<file path="config.mk">
export PLATFORM = sky130hd
export DESIGN_NAME = fetch_stage_flat
export DESIGN_NICKNAME = d
export VERILOG_FILES = /design/src/rtl/fetch_stage_pkg.sv /design/src/rtl/fetch_stage_if.sv /design/src/rtl/fetch_skid.sv /design/src/rtl/fetch_stage.sv /design/src/flat_wrapper.sv
export SDC_FILE = /design/constraint.sdc
export NUM_CORES = 1
export LEC_CHECK = 0
export CAP_MARGIN = 20
export CORE_ASPECT_RATIO = 0.75
export CORE_MARGIN = 1
export CORE_UTILIZATION = 50
export DETAILED_ROUTE_END_ITERATION = 16
export PLACE_DENSITY = 0.8
export SLEW_MARGIN = 25
export SYNTH_ARGS = -nofsm -noshare
export SYNTH_HDL_FRONTEND = slang
export SYNTH_SLANG_ARGS = --single-unit
</file>
<file path="constraint.sdc">
create_clock -name clk -period 3.1 [get_ports clk]
set_clock_uncertainty 0.2 [all_clocks]
set_input_delay 0.775 -clock clk [delete_from_list [all_inputs] [get_ports clk]]
set_output_delay 0.775 -clock clk [all_outputs]
set_load 0.05 [all_outputs]
</file>
<file path="src/rtl/fetch_stage_pkg.sv">
// Shared fetch definitions: instruction width, nop encoding, fetch states, IF/ID layout.
package fetch_stage_pkg;

  localparam int                    INSTR_SIZE = 32;
  localparam logic [INSTR_SIZE-1:0] NOP_INSTR  = 32'h0000_0000;

  typedef enum logic [1:0] {
    RUN    = 2'd0,
    DRAIN  = 2'd1,
    HALTED = 2'd2
  } fetch_state_e;

  typedef struct packed {
    logic [INSTR_SIZE-1:0] instr;
    logic [31:0]           pc_plus4;
    logic                  valid;
  } ifid_t;

  function automatic logic [31:0] pc_inc(input logic [31:0] pc);
    return pc + 32'd4;
  endfunction

endpackage

</file>
<file path="src/rtl/fetch_stage_if.sv">
// Fetch-stage bus: instruction-memory handshake plus the IF/ID and downstream control signals.
interface fetch_stage_if;
  import fetch_stage_pkg::*;

  logic                  imem_Req;
  logic [31:0]           imem_Addr;
  logic                  imem_Ack;
  logic [INSTR_SIZE-1:0] imem_Data;
  logic                  stall;
  logic                  id_Flush;
  logic                  branchTaken;
  logic [31:0]           branchTarget;
  logic                  halt;
  logic [INSTR_SIZE-1:0] id_Instr;
  logic [31:0]           id_PcPlus4;
  logic                  id_Valid;
  logic                  halted;

  modport master (
    output imem_Req, imem_Addr, id_Instr, id_PcPlus4, id_Valid, halted,
    input  imem_Ack, imem_Data, stall, id_Flush, branchTaken, branchTarget, halt
  );

  modport slave (
    input  imem_Req, imem_Addr, id_Instr, id_PcPlus4, id_Valid, halted,
    output imem_Ack, imem_Data, stall, id_Flush, branchTaken, branchTarget, halt
  );

endinterface

</file>
<file path="src/rtl/fetch_skid.sv">
// One-entry {instr, pcPlus4} holding buffer for a fetch accepted while IF/ID cannot take it.
// Clear wins over load, load wins over unload (a simultaneous load+unload refills the entry).
module fetch_skid
  import fetch_stage_pkg::*;
(
  input  logic                  clk,
  input  logic                  rst_n,
  input  logic                  i_load,
  input  logic                  i_unload,
  input  logic                  i_clear,
  input  logic [INSTR_SIZE-1:0] i_instr,
  input  logic [31:0]           i_pc_plus4,
  output logic                  o_full,
  output logic [INSTR_SIZE-1:0] o_instr,
  output logic [31:0]           o_pc_plus4
);

  logic                  r_full;
  logic [INSTR_SIZE-1:0] r_instr;
  logic [31:0]           r_pc_plus4;

  always_ff @(posedge clk or negedge rst_n) begin
    if (!rst_n) begin
      r_full     <= 1'b0;
      r_instr    <= NOP_INSTR;
      r_pc_plus4 <= 32'd0;
    end else if (i_clear) begin
      r_full <= 1'b0;
    end else if (i_load) begin
      r_full     <= 1'b1;
      r_instr    <= i_instr;
      r_pc_plus4 <= i_pc_plus4;
    end else if (i_unload) begin
      r_full <= 1'b0;
    end
  end

  assign o_full     = r_full;
  assign o_instr    = r_instr;
  assign o_pc_plus4 = r_pc_plus4;

endmodule

</file>
<file path="src/rtl/fetch_stage.sv">
// MIPS instruction fetch + IF/ID register: owns the PC, fetches over req/ack, handles
// stall/flush/redirect/halt, and parks a fetch that lands during a stall in a skid entry.
module fetch_stage
  import fetch_stage_pkg::*;
#(
  parameter logic [31:0] RESET_PC = 32'h0000_0000
) (
  input  logic          clk,
  input  logic          rst_n,
  fetch_stage_if.master bus
);

  localparam ifid_t BUBBLE = '{instr: NOP_INSTR, pc_plus4: 32'd0, valid: 1'b0};

  fetch_state_e r_state, w_state_nxt;
  logic [31:0]  r_pc, w_pc_nxt;
  logic [31:0]  r_target, w_target_nxt;
  ifid_t        r_ifid, w_ifid_nxt;

  logic                  w_req, w_acc;
  logic [31:0]           w_pc_plus4;
  logic                  w_skid_full, w_skid_load, w_skid_unload, w_skid_clear;
  logic [INSTR_SIZE-1:0] w_skid_instr;
  logic [31:0]           w_skid_pc_plus4;

  // Gated by rst_n so no request is visible while reset is held.
  assign w_req = rst_n &&
                 (((r_state == RUN) && (!w_skid_full || !bus.stall)) || (r_state == DRAIN));
  assign w_acc      = w_req & bus.imem_Ack;
  assign w_pc_plus4 = pc_inc(r_pc);

  fetch_skid u_skid (
    .clk        (clk),
    .rst_n      (rst_n),
    .i_load     (w_skid_load),
    .i_unload   (w_skid_unload),
    .i_clear    (w_skid_clear),
    .i_instr    (bus.imem_Data),
    .i_pc_plus4 (w_pc_plus4),
    .o_full     (w_skid_full),
    .o_instr    (w_skid_instr),
    .o_pc_plus4 (w_skid_pc_plus4)
  );

  always_comb begin
    w_state_nxt   = r_state;
    w_pc_nxt      = r_pc;
    w_target_nxt  = r_target;
    w_ifid_nxt    = r_ifid;
    w_skid_load   = 1'b0;
    w_skid_unload = 1'b0;
    w_skid_clear  = 1'b0;
    if (r_state != HALTED) begin
      if (bus.branchTaken) begin
        w_ifid_nxt   = BUBBLE;
        w_skid_clear = 1'b1;
        // An un-acked request must complete at its old address before the target goes out.
        if (w_req && !bus.imem_Ack) begin
          w_target_nxt = bus.branchTarget;
          w_state_nxt  = DRAIN;
        end else begin
          w_pc_nxt    = bus.branchTarget;
          w_state_nxt = RUN;
        end
      end else if (bus.halt) begin
        w_ifid_nxt   = BUBBLE;
        w_skid_clear = 1'b1;
        w_state_nxt  = HALTED;
      end else if (r_state == DRAIN) begin
        if (w_acc) begin
          w_pc_nxt    = r_target;
          w_state_nxt = RUN;
        end
        if (bus.id_Flush || !bus.stall) w_ifid_nxt = BUBBLE;
      end else begin
        if (w_acc) w_pc_nxt = w_pc_plus4;
        if (bus.id_Flush) begin
          w_ifid_nxt  = BUBBLE;
          w_skid_load = w_acc;
        end else if (bus.stall) begin
          w_skid_load = w_acc;
        end else if (w_skid_full) begin
          w_ifid_nxt    = '{instr: w_skid_instr, pc_plus4: w_skid_pc_plus4, valid: 1'b1};
          w_skid_load   = w_acc;
          w_skid_unload = !w_acc;
        end else if (w_acc) begin
          w_ifid_nxt = '{instr: bus.imem_Data, pc_plus4: w_pc_plus4, valid: 1'b1};
        end else begin
          w_ifid_nxt = BUBBLE;
        end
      end
    end
  end

  always_ff @(posedge clk or negedge rst_n) begin
    if (!rst_n) begin
      r_state  <= RUN;
      r_pc     <= RESET_PC;
      r_target <= 32'd0;
      r_ifid   <= BUBBLE;
    end else begin
      r_state  <= w_state_nxt;
      r_pc     <= w_pc_nxt;
      r_target <= w_target_nxt;
      r_ifid   <= w_ifid_nxt;
    end
  end

  assign bus.imem_Req   = w_req;
  assign bus.imem_Addr  = r_pc;
  assign bus.id_Instr   = r_ifid.instr;
  assign bus.id_PcPlus4 = r_ifid.pc_plus4;
  assign bus.id_Valid   = r_ifid.valid;
  assign bus.halted     = (r_state == HALTED);

endmodule
</file>
<file path="src/flat_wrapper.sv">
// flat-port wrapper written by rule: the top's interface ports become plain ports
module fetch_stage_flat import fetch_stage_pkg::*;
#(
  parameter logic [31:0] RESET_PC = 32'h0000_0000
)
  (clk, rst_n, bus_imem_Req, bus_imem_Addr, bus_id_Instr, bus_id_PcPlus4, bus_id_Valid, bus_halted, bus_imem_Ack, bus_imem_Data, bus_stall, bus_id_Flush, bus_branchTaken, bus_branchTarget, bus_halt);
  fetch_stage_if bus_i ();
  input  logic clk;
  input  logic rst_n;
  output wire logic [$bits(bus_i.imem_Req)-1:0] bus_imem_Req;
  output wire logic [$bits(bus_i.imem_Addr)-1:0] bus_imem_Addr;
  output wire logic [$bits(bus_i.id_Instr)-1:0] bus_id_Instr;
  output wire logic [$bits(bus_i.id_PcPlus4)-1:0] bus_id_PcPlus4;
  output wire logic [$bits(bus_i.id_Valid)-1:0] bus_id_Valid;
  output wire logic [$bits(bus_i.halted)-1:0] bus_halted;
  input wire logic [$bits(bus_i.imem_Ack)-1:0] bus_imem_Ack;
  input wire logic [$bits(bus_i.imem_Data)-1:0] bus_imem_Data;
  input wire logic [$bits(bus_i.stall)-1:0] bus_stall;
  input wire logic [$bits(bus_i.id_Flush)-1:0] bus_id_Flush;
  input wire logic [$bits(bus_i.branchTaken)-1:0] bus_branchTaken;
  input wire logic [$bits(bus_i.branchTarget)-1:0] bus_branchTarget;
  input wire logic [$bits(bus_i.halt)-1:0] bus_halt;
  assign bus_imem_Req = bus_i.imem_Req;
  assign bus_imem_Addr = bus_i.imem_Addr;
  assign bus_id_Instr = bus_i.id_Instr;
  assign bus_id_PcPlus4 = bus_i.id_PcPlus4;
  assign bus_id_Valid = bus_i.id_Valid;
  assign bus_halted = bus_i.halted;
  assign bus_i.imem_Ack = bus_imem_Ack;
  assign bus_i.imem_Data = bus_imem_Data;
  assign bus_i.stall = bus_stall;
  assign bus_i.id_Flush = bus_id_Flush;
  assign bus_i.branchTaken = bus_branchTaken;
  assign bus_i.branchTarget = bus_branchTarget;
  assign bus_i.halt = bus_halt;
  fetch_stage #(.RESET_PC(RESET_PC)) u_core (.clk(clk), .rst_n(rst_n), .bus(bus_i));
endmodule
</file>
[Yosys cells after proc, flatten, opt, wreduce, memory -nomap -nowiden]
Index checks and enable logic that the tools add are counted.
Word-level totals
  bits in registers: 196
  input port bits: 71
  output and inout port bits: 99
  word-level logic and storage cells: 78
Cells by class
  add/subtract/negate cells: 1
  equality and inequality tests: 7
  muxes and demuxes: 39
  bitwise operators: 2
  reductions and logical operators: 20
Operators with widths (count)
  $mux W65: 8
  $mux W32: 6
  $add A32 B3 Y32 const B: 1
  $mux W1: 21
  $reduce_and A3 Y1: 3
  $reduce_bool A3 Y1: 3
  $mux W2: 4
  $ne A2 B2 Y1 const B: 3
  $ne A5 B1 Y1 const B: 1
  $logic_not A1 Y1: 4
  $ne A4 B4 Y1 const B: 1
  $reduce_and A4 Y1: 1
  $logic_and A1 B1 Y1: 3
  $logic_or A1 B1 Y1: 3
  $eq A2 B1 Y1 const B: 1
  $eq A2 B2 Y1 const B: 1
  $logic_not A2 Y1: 1
  $reduce_and A2 Y1: 1
  $reduce_bool A2 Y1: 1
  $and A1 B1 Y1: 1
  $not A1 Y1: 1

[Longest topological paths before layout]
  depth after elaboration: 17
  gate-level depth with buffers: 8
  mapped depth without buffers: 6

[By module]
A second synthesis with hierarchy kept.
Unflattened totals
  cells, all modules: 838
  area, all modules: 9557.9 um^2
Modules (own cells, without submodules)
  fetch_stage: times used 1, cells each 698, area each 6816.5 um^2, sequential area each 3278.1 um^2
  fetch_skid: times used 1, cells each 140, area each 2741.4 um^2, sequential area each 1626.6 um^2

[Worst setup path after synthesis]
OpenSTA, ideal clock, no wires.
  path type: in2out
  start: input bus_stall
  end: output bus_imem_Req
  arrival time: 1.661 ns
  required time: 2.125 ns
  path slack: 0.464 ns
  stages on the path: 2
  buffers on the path: 0
  cell sequence: and3b_1 nor2_1
On the way
  longest elaborated chain between the ends: 5
Ends and longest elaborated chain
  start: declaration: RTL line flat_wrapper.sv:18  | input wire logic [$bits(bus_i.stall)-1:0] bus_stall;
  $logic_not A1 Y1: RTL line fetch_stage.sv:28  | (((r_state == RUN) && (!w_skid_full || !bus.stall)) || (r_state == DRAIN));
  $logic_or A1 B1 Y1: RTL line fetch_stage.sv:28
  $logic_and A1 B1 Y1: RTL line fetch_stage.sv:28
  $logic_or A1 B1 Y1: RTL line fetch_stage.sv:28
  $logic_and A1 B1 Y1: RTL line fetch_stage.sv:27  | assign w_req = rst_n &&
  end: declaration: RTL line flat_wrapper.sv:10  | output wire logic [$bits(bus_i.imem_Req)-1:0] bus_imem_Req;
Every way passes these cells.

[Worst setup path in the final report]
Ends and elaborated chain as after synthesis.

==> impl_metrics.tcl <==
set metrics [dict create \
    outcome "completed" \
    cp_top_family "buffers and inverters" \
    route.detailed.drc 0 \
    ys.flop_type "dfrtp_1" \
    seqPwrFrac 0.426 \
    cts_tree "done" \
    root_buffer "clkbuf_16" \
    synth_cell_types 56 \
    yosys_warnings 0 \
    post_cts_buffers 0 \
    syn_nets 933 \
    hold_class "in2async" \
    place_area_um2 11200 \
    min_period_over_period 0.949 \
    p_sw_mw 3.60 \
    num_vias 7513 \
    rsz0062_at_grt "no" \
    arrival_ns 1.97 \
    fin_area_um2 11800 \
    initial_utilization 0.512 \
    fin_hold_ws_ns 0.176 \
    grt_pass1_vias 7120 \
    htree_levels 4 \
    final_cells 1278 \
    wl_um 24100 \
    crit_fanout 3 \
    slew_viol_final 0 \
    pin_count 170 \
    clkLatencyLatePin_ns 0.43 \
    drt-wirelength-per-cell_um 18.9 \
    ant_nets 0 \
    cp_slowest_cell "clkdlybuf4s50_1" \
    avgSynthCellArea_um2 10.5 \
    synthTopCellsByArea "dfrtp_1, a22oi_1, o21ai_0" \
    clkTransAtPathRegs_ns 0.07 \
    drt_pass1_iterations 5 \
    grt-ovfl-total 0 \
    worst_pin_slew_ns 0.648 \
    place.gp.congestion 0.898 \
    dp_slack_ns 0.0354 \
    p_per_area_nw_per_um2 792 \
    grt_max_degree 197 \
    synthArstFlopShare 1.00 \
    numCtsBuffers 17 \
    endpoint_kind "output port" \
    dp_cells 1245 \
    startpoint_type "input pin" \
    syn_area_um2 9040 \
    internal_power_mw 5.74 \
    antennaDiodeCount 0 \
    nets 1095 \
    cp_num_buf_inv 3 \
    final.setup.tns_ns 0 \
    grt_antenna_before_repair 0 \
    drive_above_1_share 0.114 \
    switching_share 0.385 \
    core.rowCount 42 \
    clkPwrFrac 0.242 \
    cts.path.max_buffers 2 \
    fp.dieW_um 157 \
    grt_usage 0.271 \
    worst_slack_ns 0.157 \
    synth_edf_count 0 \
    synth.top_cell.area_share 0.543 \
    required_ns 2.12 \
    slowest_delay_ns 0.42 \
    hold_violations 0 \
    area_growth_pct 30.4 \
    final.fill_count 1383 \
    die_area_um2 18600 \
    path_cells "clkdlybuf4s50_1, and3b_1, buf_4, nor2_1, buf_12" \
    final_cell_mix "dfrtp_1, clkdlybuf4s50_1, o21ai_0, nand2_1, a22oi_1" \
    final_common_cell "dfrtp_1" \
    fmax_ghz 0.340 \
    synth_largest_area_cell "dfrtp_1" \
    die_h_um 118 \
    portBuffers 169 \
    grt_pass1_wl_um 38500 \
    cts_num_sinks 196 \
    dp_hpwl_um 16500 \
    cap_viol_max_count 0 \
    core_um2 17700 \
    yosysSeqAreaShare 0.543 \
    setup_viol 0 \
    leakagePower_nw 4.95 \
    via_per_inst 5.88 \
    peakVddDrop_mv 0.447 \
    combPwrFrac 0.332 \
    ys_seq_elements 196 \
    synthCells 861 \
    relSlewSlack 0.568 \
    post_cts_resized 0 \
    postCtsHoldBufs 0 \
    min_period_ns 2.94 \
    critPathKind "in2out" \
    drt_iter0_drc 605 \
]
-- sequential cells by signal, summed over array words and instances (netlist names) --
name and cells:
u_core.bus.imem_Addr 32, u_core.bus.id_PcPlus4 32, u_core.bus.id_Valid 1, u_core.u_skid.o_full 1, u_core.r_target 32, u_core.bus.id_Instr 32
u_core.r_state 2, u_core.u_skid.o_instr 32, u_core.u_skid.o_pc_plus4 32
-- logic make-up (layout without fill, tap and decap cells) --
kind of cell / after synthesis / after routing / share of synthesized area
compound gates: 267 / 267 / 0.186
xor+xnor: 28 / 28 / 0.0271
fa+ha+maj: 1 / 1 / 0.00138
buf+inv: 71 / 246 / 0.0324
flops: 196 / 196 / 0.543
mux: 74 / 74 / 0.0919
simple gates: 224 / 224 / 0.119
-- through the flow --
stage / utilization / total power [mW]
6_report: 0.667 / 9.34
5_1_grt: 0.667 / 9.77
4_1_cts: 0.666 / 9.33
3_5_place_dp: 0.632 / 7.06
3_3_place_gp: 0.632 / 6.95
2_1_floorplan: - / 5.86
-- power by group through the flow --
stage / logic [mW] / clock network, mW / registers (mW)
CTS: 3.09 / 2.29 / 3.95
finish: 3.10 / 2.26 / 3.98
floorplan: 1.37 / 0 / 4.48
global placement: 3.01 / 0 / 3.94
global route: 3.30 / 2.40 / 4.07
detailed placement: 3.07 / 0 / 3.99
-- cell type report --
cell class	instances	area, um2	share of cell area
Clock inverter	14	168	0.0142
Tap cell	242	303	0.0257
Sequential cell	196	4900	0.416
Clock buffer	18	439	0.0373
Timing Repair Buffer	207	2100	0.178
Multi-Input combinational cell	594	3850	0.327
Inverter	7	26.3	0.00223
-- synthesized netlist by cell type (3+ instances only) --
| cell | count |
|---|---|
| dfrtp_1 | 196 |
| xor2_1 | 18 |
| o21ai_0 | 92 |
| or3_1 | 8 |
| a21o_1 | 4 |
| nand4_1 | 15 |
| nand2b_1 | 5 |
| a211o_1 | 3 |
| nor2_1 | 62 |
| and3_1 | 12 |
| nor4_1 | 5 |
| xnor2_1 | 10 |
| o2bb2ai_1 | 3 |
| mux2_2 | 35 |
| inv_1 | 7 |
| nand2_1 | 76 |
| a31oi_1 | 3 |
| o31a_1 | 3 |
| o31ai_1 | 4 |
| nor3_1 | 6 |
| and4_1 | 3 |
| mux2_1 | 37 |
| nand3_1 | 16 |
| buf_2 | 14 |
| o221ai_1 | 3 |
| clkbuf_1 | 45 |
| a22oi_1 | 63 |
| a21oi_1 | 60 |
| a2bb2oi_1 | 11 |
| and2_1 | 4 |
-- worst paths after layout --
path                                         from  slack [ns]  cells past startpoint                           end
max reg2reg                     u_core.r_state[1]        0.65                      7  u_core.u_skid.o_pc_plus4[23]
max                                     bus_stall        0.16                      5                  bus_imem_Req
max in group asynchronous                   rst_n        1.59                      3      u_core.bus.id_PcPlus4[0]
min reg2reg                u_core.bus.id_Instr[5]        0.28                      2        u_core.bus.id_Instr[5]
min                                         rst_n        0.18                      2       u_core.bus.imem_Addr[2]
min in group clk           u_core.bus.id_Instr[5]        0.28                      2        u_core.bus.id_Instr[5]
-- per-layer routing --
metal  wire, um  vias to the layer above  GRT usage
met4        414                        0     0.0874
met2      11000                      294      0.394
met3       1810                       31     0.0642
met1      10900                     3736      0.399
li1           -                     3452          -
met5          0                        -          0
Power figures use the tool's default switching activity.
